--- src/rtl/trigger_pkg.sv ---
// Shared types and helpers for the trigger sequence generator: state encodings,
// the Q16.16 unit step, the 17-bit sample-pair sum and the stage threshold test.
package trigger_pkg;

    localparam int ADC_W = 16;
    localparam int SUM_W = ADC_W + 1;
    localparam logic [31:0] Q16_ONE = 32'h0001_0000;

    typedef logic signed [SUM_W-1:0] sum_t;

    typedef enum logic [2:0] {
        ST_IDLE         = 3'd0,
        ST_WAIT_STAGE   = 3'd1,
        ST_HOLD         = 3'd2,
        ST_WAIT_TRIGGER = 3'd3,
        ST_TRIGGER      = 3'd4
    } state_t;

    function automatic sum_t pair_sum(input logic [2*ADC_W-1:0] data);
        sum_t lo;
        sum_t hi;
        lo = {data[ADC_W-1], data[ADC_W-1:0]};
        hi = {data[2*ADC_W-1], data[2*ADC_W-1:ADC_W]};
        return lo + hi;
    endfunction

    // Thresholds are compared against the two-sample sum, so each level is doubled.
    function automatic logic level_hit(input sum_t s, input logic [31:0] level);
        sum_t thr_p;
        sum_t thr_m;
        thr_p = {level[31:16], 1'b0};
        thr_m = {level[15:0], 1'b0};
        return (s > thr_p) || (s < thr_m);
    endfunction

endpackage

--- src/rtl/adc_pair_sum.sv ---
// Per-channel registered sum of the two samples delivered on each rxclk.
module adc_pair_sum
    import trigger_pkg::*;
(
    input  logic               rxclk,
    input  logic               rst,
    input  logic               en,
    input  logic [2*ADC_W-1:0] data,
    output sum_t               sum
);

    always_ff @(posedge rxclk) begin
        if (rst) begin
            sum <= '0;
        end else if (en) begin
            sum <= pair_sum(data);
        end
    end

endmodule

--- src/rtl/trigger_seq_gen.sv ---
// Multi-stage threshold-crossing sequence detector with time-of-flight scaled trigger delay.
// Optional per-stage timeout is built when TRIGGER_SEQ_TIMEOUT_EN is defined.
//
// state           | meaning
// ST_IDLE         | initial dwell of init_hold+1 cycles, flags cleared
// ST_WAIT_STAGE   | waiting for a hit on the current stage
// ST_HOLD         | blanking after a non-final stage hit
// ST_WAIT_TRIGGER | counting up to the accumulated delay
// ST_TRIGGER      | trigger fired
module trigger_seq_gen
    import trigger_pkg::*;
#(
    parameter int NUM_CH         = 4,
    parameter int NUM_STAGES     = 3,
    parameter int ADC_DATA_WIDTH = 16,
    parameter int CH_SEL_W       = (NUM_CH > 1) ? $clog2(NUM_CH) : 1
) (
    input  logic                             rxclk,
    input  logic                             rst,
    input  logic [NUM_CH*2*ADC_DATA_WIDTH-1:0] adc_data,
    input  logic [NUM_CH-1:0]                adc_enable,
    input  logic                             trig_enable,
    input  logic                             rearm_mode,
    input  logic [NUM_STAGES*CH_SEL_W-1:0]   stage_ch,
    input  logic [NUM_STAGES*32-1:0]         trig_level,
    input  logic [31:0]                      init_hold,
    input  logic [31:0]                      hold_cycles,
    input  logic [31:0]                      param_mul,
    input  logic [31:0]                      param_off,
    input  logic [31:0]                      timeout_cycles,
    output logic [31:0]                      pulse_tof,
    output logic [31:0]                      delay_time,
    output logic [NUM_STAGES-1:0]            detect_pls,
    output logic                             trig_out,
    output logic                             seq_abort,
    output logic [15:0]                      trig_count,
    output logic [2:0]                       state_o
);

    localparam int IDX_W = (NUM_STAGES > 1) ? $clog2(NUM_STAGES) : 1;

    sum_t                  ch_sum [NUM_CH];
    logic [NUM_STAGES-1:0] stage_hit;
    logic [NUM_STAGES-1:0] stage_onehot;
    logic                  cur_hit;
    logic                  last_stage;

    state_t           state;
    logic [31:0]      hold_cnt;
    logic [31:0]      wait_cnt;
    logic [31:0]      counter;
    logic [IDX_W-1:0] stage_idx;
    logic             tof_active;

    for (genvar c = 0; c < NUM_CH; c++) begin : g_ch
        adc_pair_sum u_sum (
            .rxclk (rxclk),
            .rst   (rst),
            .en    (adc_enable[c]),
            .data  (adc_data[c*2*ADC_DATA_WIDTH +: 2*ADC_W]),
            .sum   (ch_sum[c])
        );
    end

    // A stage whose channel index matches no channel never hits.
    always_comb begin
        stage_hit = '0;
        for (int k = 0; k < NUM_STAGES; k++) begin
            for (int c = 0; c < NUM_CH; c++) begin
                if (int'(stage_ch[k*CH_SEL_W +: CH_SEL_W]) == c) begin
                    stage_hit[k] = level_hit(ch_sum[c], trig_level[k*32 +: 32]);
                end
            end
        end
    end

    always_comb begin
        stage_onehot = '0;
        for (int k = 0; k < NUM_STAGES; k++) begin
            stage_onehot[k] = (stage_idx == IDX_W'(k));
        end
    end

    assign cur_hit    = |(stage_hit & stage_onehot);
    assign last_stage = (stage_idx == IDX_W'(NUM_STAGES - 1));
    assign state_o    = state;

`ifdef TRIGGER_SEQ_TIMEOUT_EN
    logic [31:0] to_cnt;
`else
    logic unused_timeout;
    assign unused_timeout = ^timeout_cycles;
    assign seq_abort      = 1'b0;
`endif

    always_ff @(posedge rxclk) begin
        if (rst || !trig_enable) begin
            state      <= ST_IDLE;
            hold_cnt   <= init_hold;
            stage_idx  <= '0;
            tof_active <= 1'b0;
            wait_cnt   <= '0;
            counter    <= '0;
            detect_pls <= '0;
            trig_out   <= 1'b0;
`ifdef TRIGGER_SEQ_TIMEOUT_EN
            seq_abort  <= 1'b0;
            to_cnt     <= '0;
`endif
            if (rst) begin
                pulse_tof  <= '0;
                delay_time <= '0;
                trig_count <= '0;
            end
        end else begin
`ifdef TRIGGER_SEQ_TIMEOUT_EN
            seq_abort <= 1'b0;
            to_cnt    <= '0;
`endif
            case (state)
                ST_IDLE: begin
                    detect_pls <= '0;
                    stage_idx  <= '0;
                    tof_active <= 1'b0;
                    if (hold_cnt == '0) begin
                        state <= ST_WAIT_STAGE;
                    end else begin
                        hold_cnt <= hold_cnt - 32'd1;
                    end
                end

                ST_WAIT_STAGE: begin
                    if (cur_hit) begin
                        detect_pls <= detect_pls | stage_onehot;
                        if (stage_idx == '0) begin
                            delay_time <= '0;
                            wait_cnt   <= '0;
                            tof_active <= 1'b1;
                        end else if (tof_active) begin
                            // The stage 1 hit cycle itself counts toward the flight time.
                            pulse_tof  <= wait_cnt + 32'd1;
                            delay_time <= delay_time + param_mul + param_off;
                            tof_active <= 1'b0;
                        end
                        if (last_stage) begin
                            counter <= '0;
                            state   <= ST_WAIT_TRIGGER;
                        end else begin
                            hold_cnt <= hold_cycles;
                            state    <= ST_HOLD;
                        end
                    end else begin
                        if (tof_active) begin
                            delay_time <= delay_time + param_mul;
                            wait_cnt   <= wait_cnt + 32'd1;
                        end
`ifdef TRIGGER_SEQ_TIMEOUT_EN
                        if (stage_idx != '0) begin
                            if ((timeout_cycles != '0) && (to_cnt + 32'd1 >= timeout_cycles)) begin
                                seq_abort  <= 1'b1;
                                detect_pls <= '0;
                                delay_time <= '0;
                                wait_cnt   <= '0;
                                tof_active <= 1'b0;
                                stage_idx  <= '0;
                            end else begin
                                to_cnt <= to_cnt + 32'd1;
                            end
                        end
`endif
                    end
                end

                ST_HOLD: begin
                    if (tof_active) begin
                        delay_time <= delay_time + param_mul;
                        wait_cnt   <= wait_cnt + 32'd1;
                    end
                    if (hold_cnt == '0) begin
                        state     <= ST_WAIT_STAGE;
                        stage_idx <= stage_idx + IDX_W'(1);
                    end else begin
                        hold_cnt <= hold_cnt - 32'd1;
                    end
                end

                ST_WAIT_TRIGGER: begin
                    counter <= counter + Q16_ONE;
                    if ($signed(counter) >= $signed(delay_time)) begin
                        trig_out <= 1'b1;
                        if (trig_count != 16'hFFFF) begin
                            trig_count <= trig_count + 16'd1;
                        end
                        state <= ST_TRIGGER;
                    end
                end

                ST_TRIGGER: begin
                    // Rearm passes through HOLD with an all-ones index so it wraps to stage 0.
                    if (rearm_mode) begin
                        trig_out   <= 1'b0;
                        detect_pls <= '0;
                        hold_cnt   <= hold_cycles;
                        stage_idx  <= '1;
                        state      <= ST_HOLD;
                    end
                end

                default: state <= ST_IDLE;
            endcase
        end
    end

endmodule

--- config.mk ---
export PLATFORM = sky130hd
export DESIGN_NAME = trigger_seq_gen
export DESIGN_NICKNAME = d
export VERILOG_FILES = /design/src/rtl/trigger_pkg.sv /design/src/rtl/adc_pair_sum.sv /design/src/rtl/trigger_seq_gen.sv
export SDC_FILE = /design/constraint.sdc
export NUM_CORES = 1
export LEC_CHECK = 0
export BUFFER_PORTS_ARGS = -buffer_cell sky130_fd_sc_hd__buf_2
export CAP_MARGIN = 40
export CORE_MARGIN = 4
export CORE_UTILIZATION = 50
export CTS_CLUSTER_SIZE = 10
export DETAILED_ROUTE_END_ITERATION = 8
export PLACE_DENSITY = 0.73
export SLEW_MARGIN = 40
export SYNTH_ARGS = -nofsm -noshare
export SYNTH_HDL_FRONTEND = slang
export SYNTH_SLANG_ARGS = --single-unit
--- constraint.sdc ---
create_clock -name rxclk -period 8.7 [get_ports rxclk]
set_input_delay 0.435 -clock rxclk [delete_from_list [all_inputs] [get_ports rxclk]]
set_output_delay 0.435 -clock rxclk [all_outputs]
set_load 0.005 [all_outputs]
; ---- Word-level counts from Yosys, hierarchy flattened
; Index checks and enable logic that the tools add are counted.
[totals]
register_bits = 254
wordCells = 190
[classes]
addsub = 11
magnitude_cmp = 25
n_eq_ne = 30
muxes = 60
n_bitwise = 2
reduce_logical = 47
[ops]
columns = cell, n
row1 = $mux 32, 21
row2 = $gt 17x17->1, 12
row3 = $lt 17x17->1, 12
row4 = $pmux 32 s2, 3
row5 = $pmux 32 s3, 1
row6 = $mux 16, 5
row7 = $add 16x16->17, 4
row8 = $add 32x32->32, 2
row9 = $add 32x1->32 const B, 1
row10 = $add 32x17->32 const B, 1
row11 = $ge 32x32->1, 1
row12 = $logic_not 32->1, 1
row13 = $sub 32x1->32 const B, 1
row14 = $reduce_bool 2->1, 10
row15 = $mux 3, 6
row16 = $mux 1, 17
row17 = $add 16x1->16 const B, 1
row18 = $ne 16x16->1 const B, 1
row19 = $ne 3x3->1 const B, 5
row20 = $reduce_and 3->1, 5
row21 = $eq 2x2->1 const B, 7
row22 = $logic_or 1x1->1, 13
row23 = $ne 2x2->1 const B, 6
row24 = $pmux 3 s4, 1
row25 = 23 further kinds, 38

; ---- Logic depth before layout (Yosys ltp)
[logic_depth]
ltp_word = 11
mapped_depth = 24
mapped_depth_nobuf = 23

; ---- By module
; From an unflattened synthesis, not the netlist that was laid out.
[hier_totals]
hier_cells = 3321
area_unflattened_um2 = 27647.8
[modules_own_cells]
columns = module, n_inst, cells_each, area_per_inst_um2, seq_area_each_um2
row1 = trigger_seq_gen, 1, 2611, 21847.2, 4524.3
row2 = adc_pair_sum at g_ch[1].u_sum ..., 3, 183, 1471.4, 340.3
row3 = adc_pair_sum at g_ch[0].u_sum, 1, 161, 1386.3, 340.3

; ---- Worst setup path after synthesis
; Ideal clock, no wire load.
[synth_timing]
path_type = reg-to-reg
from = reg delay_time[0]
to = reg delay_time[31] (data pin)
setup_time_ns = 0.263
arrival_time_ns = 4.793
slack_ns = 3.644
path_stages_with_launch = 25
path_cell_list = edfxtp_1 > ha_1 > fa_1 > a21o_1 > a21oi_1 > o21ai_0 > a2111oi_0 > o31ai_1 > a21oi_1 > nor2_1 > nor2_1 > xnor2_1 > ha_1 > clkbuf_1 > a21oi_1 > o21ai_0 > a41oi_1 > nor2_1 > o31a_1 > a221o_1 > a21o_1 > a21oi_1 > o21ai_0 > xnor2_1 > o22ai_1
[synth_between]
elab_chain_len = 7
[synth_lines]
columns = element, line_no
row1 = start: declaration, trigger_seq_gen.sv:32  ; output logic [31:0] delay_time,
row2 = start signal: assignment, trigger_seq_gen.sv:142  ; delay_time <= delay_time + param_mul + param_off;
row3 = start signal: assignment, trigger_seq_gen.sv:154  ; delay_time <= delay_time + param_mul;
row4 = start signal: assignment, trigger_seq_gen.sv:176  ; delay_time <= delay_time + param_mul;
row5 = $add 32x32->32 (*), "trigger_seq_gen.sv:142, trigger_seq_gen.sv:154, trigger_seq_gen.sv:176"
row6 = $add 32x32->32, trigger_seq_gen.sv:142
row7 = $mux 32, trigger_seq_gen.sv:139  ; end else if (tof_active) begin
row8 = $mux 32, trigger_seq_gen.sv:135  ; if (stage_idx == '0) begin
row9 = $mux 32, trigger_seq_gen.sv:133  ; if (cur_hit) begin
row10 = $pmux 32 s2 (*), trigger_seq_gen.sv:120  ; case (state)
row11 = $mux 32 (*), trigger_seq_gen.sv:97  ; if (rst || !trig_enable) begin
; Mark *: on every way between the ends. The rest lies on a longest branch, timed or not. The select of a mux whose other input is x is not followed.
; A chain may end at the register's enable or synchronous reset.

; ---- Worst setup path in the final report
[layout_timing]
from = reg delay_time[0]
to = reg delay_time[29] (data pin)
; The elaborated chain is that of the path after synthesis.

==> run summary <==
The flow ran to the end, and the final reports show no timing, DRC or antenna violations. The hold buffer count at cts came out at 0. The number of register bits inferred by synthesis came out at ~240. The count of pins over their slew limit is 0. The sink of the worst hold path is hold_cnt[14].

The cell area that synthesis handed to floorplanning was ~26,000 um^2. The library cell used most frequently in the layout, excluding fill and tap cells, is sky130_fd_sc_hd__ha_1. The cell count of the worst hold path is 3.

The number of core rows came out at between 80 and 90. The startpoint identified for the worst register-to-register timing path is delay_time[0]. A synthesized cell averages roughly 8.3 um^2. Among cell families on the critical path, the largest total delay comes from compound AO/OA/AOI/OAI gates. The sink count of the clock tree came out at around 240. The total via count after detailed routing came out at 24,400.

The chip height came out at about 230 um. The core region is roughly 50,000 um^2. In the layout the commonest cells are sky130_fd_sc_hd__ha_1 (523), sky130_fd_sc_hd__buf_2 (452), sky130_fd_sc_hd__nor2_1 (300). The start-to-end type of the worst setup path is flop to flop. The number of setup buffers added after CTS is 0.

The worst setup path is captured at a flop. The required time reported for the critical path endpoint came out at just over 9 ns. Together, buffers and inverters on the worst path number 0. The sum of negative setup slack is 0 ns.

TritonCTS built the clock tree. The leakage power of the design is around 14 nW. The instance count on the critical path is 23.

The wire length per cell after detailed routing is slightly below 20 um. The clock latency at the later pin of the worst-skew pair is 0.59 ns. The final count of negative-setup-slack endpoints came out at 0. The number of filler instances in the final layout came out at 4,593.

The sequential share of the synthesized area came out at approximately 23%. Along the worst path, the maximum fanout reaches 7. The total number of H-tree levels is 1.

The type of origin of the critical path is a flop. Setup slack on the critical path of the routed design comes to approximately 2.8 ns. The signal on the critical path passes through ha_1 > fa_1 > a21o_1 > a21oi_1 > o21ai_0 > a2111oi_0 > o31ai_1 > a21oi_1 > nor2_1 > nor2_1 > xnor2_1 > ha_1 > a21oi_1 > o21ai_0 > nor3_1 > nor2_1 > o31a_1 > a221o_1 > a21o_1 > a21oi_1 > xor2_1 > nor2_1 > o21a_1. The placer congestion estimate came out at approximately 0.96. The combinational fraction of design power came out at 34.5%. The worst path uses 67.5% of the clock period. The register-to-register setup slack came out at between 2 and 3 ns. Prior to clock tree synthesis, the placed netlist has a worst setup slack of 2.89 ns. The post-synth net total is between 4,000 and 5,000. The post-route clock skew came out at about 0.030 ns. In the routed design, unresolved DRC markers number 0. The overflow left after global routing came out at 0. The maximum number of pins on one net before global-route repair came out at 76. The startpoint identified for the worst hold timing path is init_hold[14].

The worst reg2reg path depth is 23. slightly below 500 I/O pins were placed. The proportion of layout cells with a drive suffix above 1 came out at ~16%. The slowest stage of the critical path belongs to the cell sky130_fd_sc_hd__a2111oi_0.

On the worst path, the slowest cell contributes a delay of 0.58 ns. The global-route wire length before repair came out at approximately 120 mm. The count of final hold-check violations is 0. The post-synthesis cell count came out at between 3,000 and 4,000. The horizontal die dimension came out at roughly 230 um. Counting the buffers created by CTS gives 30. The path class of the tightest hold or removal check is primary input to flop. The number of antenna violations at the first check in global routing was 4. No sink is reached through more buffers than the 3 on the longest clock path. The number of enable flip-flop cells after synthesis came out at between 100 and 150. The cell internal power dissipation came out at roughly 2.6 mW.

The post-cts gate resize count is 0. The initial utilization of the core area, before any placement, comes to 50.7%. The global-route usage over all layers is between 20% and 30%. The worst max-slew margin expressed relative to the limit is 47.8%.

The first detailed-routing pass ran for 5 iterations. Among all flip-flop cells after synthesis, the most frequent one is sky130_fd_sc_hd__dfxtp_1. The async set-reset flop share out of synthesis is 0%.

The final critical path time including I/O delays and setup is 5.87 ns. The clock-pin transition on the worst setup and hold timing paths is approximately 0.06 ns. The maximum ir drop on the vdd rail is ~0.15 mV. The per-cell via count in the routed design came out at just under 6. The detailed-placement wirelength estimate came out at approximately 65 mm. The die covers 54,800 um^2. In this run the critical register-to-register path is captured at delay_time[29]. STA puts the critical path data arrival time at slightly above 6 ns. The slew of the pin with the lowest slew margin is between 0.7 and 0.8 ns. The power dissipated by switching net loads came out at 1.43 mW.

Compared with the post-synthesis result, the final layout area differs by 15.4%. The max-capacitance violation count came out at 0. The count of buffers inserted at the top-level ports is approximately 450. The switching part of the total is a little over a third.

The count of nets left with antenna violations after detail routing is 0. The via count of the first global-routing pass came out at 22,500. Power spread over the standard cell area amounts to about 140 nW/um^2.

The upper clock frequency limit came out at 0.170 GHz. The count of yosys warnings during synthesis came out at 0. The total wire length after detailed routing is 80.8 mm. The initial detailed-routing violation count is approximately 1,700. The root buffer cell chosen for the clock tree is sky130_fd_sc_hd__clkbuf_16.

The clock network accounts for 30.9% of the total power. The fraction of power consumed by sequential logic came out at a little over a third. The number of different library cells used by synthesis comes to 80. Setup repair after global routing left no endpoint under its margin. In the final design database the tool counted about 4,400 nets.
-- cell usage after synthesis, types with 52 or more instances --
cell type | number | area (um^2)
sky130_fd_sc_hd__ha_1 | 523 | 6540
sky130_fd_sc_hd__nor2_1 | 302 | 1130
sky130_fd_sc_hd__a21oi_1 | 286 | 1430
sky130_fd_sc_hd__nand2_1 | 231 | 867
sky130_fd_sc_hd__o21ai_0 | 216 | 1080
sky130_fd_sc_hd__inv_1 | 197 | 739
sky130_fd_sc_hd__dfxtp_1 | 126 | 2520
sky130_fd_sc_hd__edfxtp_1 | 112 | 3360
sky130_fd_sc_hd__xnor2_1 | 111 | 972
sky130_fd_sc_hd__nand3_1 | 100 | 500
sky130_fd_sc_hd__xor2_1 | 82 | 718
sky130_fd_sc_hd__a21o_1 | 69 | 518
sky130_fd_sc_hd__clkbuf_1 | 63 | 236
sky130_fd_sc_hd__nand4_1 | 63 | 394
sky130_fd_sc_hd__nor3_1 | 55 | 275
sky130_fd_sc_hd__mux2i_1 | 52 | 521
-- worst max path at each step --
stage,from,end
floorplan,delay_time[0],delay_time[31]
global placement,param_mul[4],delay_time[29]
detailed placement,param_mul[0],delay_time[29]
CTS,delay_time[0],delay_time[29]
global route,delay_time[0],delay_time[29]
finish,delay_time[0],delay_time[29]
-- final cells by class --
type                    count  area, um^2  share of cell area, %
well taps                 672         841                   2.85
inverters                 201         754                   2.56
clock buffers              48         828                   2.81
repair buffers            465        2360                   8.02
diodes                      3        7.51                 0.0255
multi-input cells        2568       18700                   63.3
clock inverters             8         140                  0.475
flip-flops and latches    238        5890                   20.0
-- metal layers --
layer,routed length [um],track usage [%],up-vias
met1,33800,36.0,11200
met4,3260,9.91,4
met2,37800,48.2,857
li1,-,-,12200
met3,5950,3.92,186
met5,30,0,-
-- metrics by stage --
| stage | cells | power (mW) | utilization, % | area (um^2) | hold WS (ns) |
|---|---|---|---|---|---|
| final | 4203 | 4.03 | 58.5 | 29500 | 0.140 |
| after global routing | 4200 | 4.28 | 58.5 | 29500 | 0.131 |
| after CTS | 4200 | 4.03 | 58.5 | 29500 | 0.111 |
| after detailed placement | 4144 | 2.77 | 56.6 | 28500 | 0.450 |
| after global placement | 4144 | 2.75 | 56.5 | 28500 | 0.446 |
| after floorplan | 3082 | 2.33 | - | 25500 | 0.456 |
-- sequential cells by signal, indices dropped and copies added (netlist names) --
register,flops
tof_active,1
delay_time,32
detect_pls,3
counter,16
state_o,3
stage_idx,2
trig_count,16
wait_cnt,32
trig_out,1
pulse_tof,32
g_ch.u_sum.sum,68
hold_cnt,32
-- worst register-to-register path: cells and delay by family, from the launching register on --
family / cells / cell delay [ns]
adders and majority gates: 3 / 1.02
AOI/OAI and AO/OA: 13 / 3.25
DFF: 1 / 0.44
xor gates and xnor gates: 2 / 0.42
and+or+nand+nor: 5 / 0.51
-- logic make-up after synthesis --
logic type	count (synthesis)	share of synthesized area (%)
XOR/XNOR	193	6.62
other	1	0.0147
multiplexers	67	2.70
AND/OR/NAND/NOR	970	18.2
AO/OA/AOI/OAI	808	19.2
flip-flops	238	23.0
adder cells (fa/ha/maj)	529	26.1
buffers and inverters	276	4.10
-- power by group through the flow --
| stage | registers (mW) | logic, mW | clock network (mW) |
|---|---|---|---|
| 3_5_place_dp | 1.41 | 1.36 | 0 |
| 6_report | 1.40 | 1.39 | 1.24 |
| 2_1_floorplan | 1.33 | 0.997 | 0 |
| 4_1_cts | 1.39 | 1.37 | 1.26 |
| 3_3_place_gp | 1.41 | 1.34 | 0 |
| 5_1_grt | 1.39 | 1.58 | 1.31 |
Note: power is estimated with default switching activity, not from simulation.
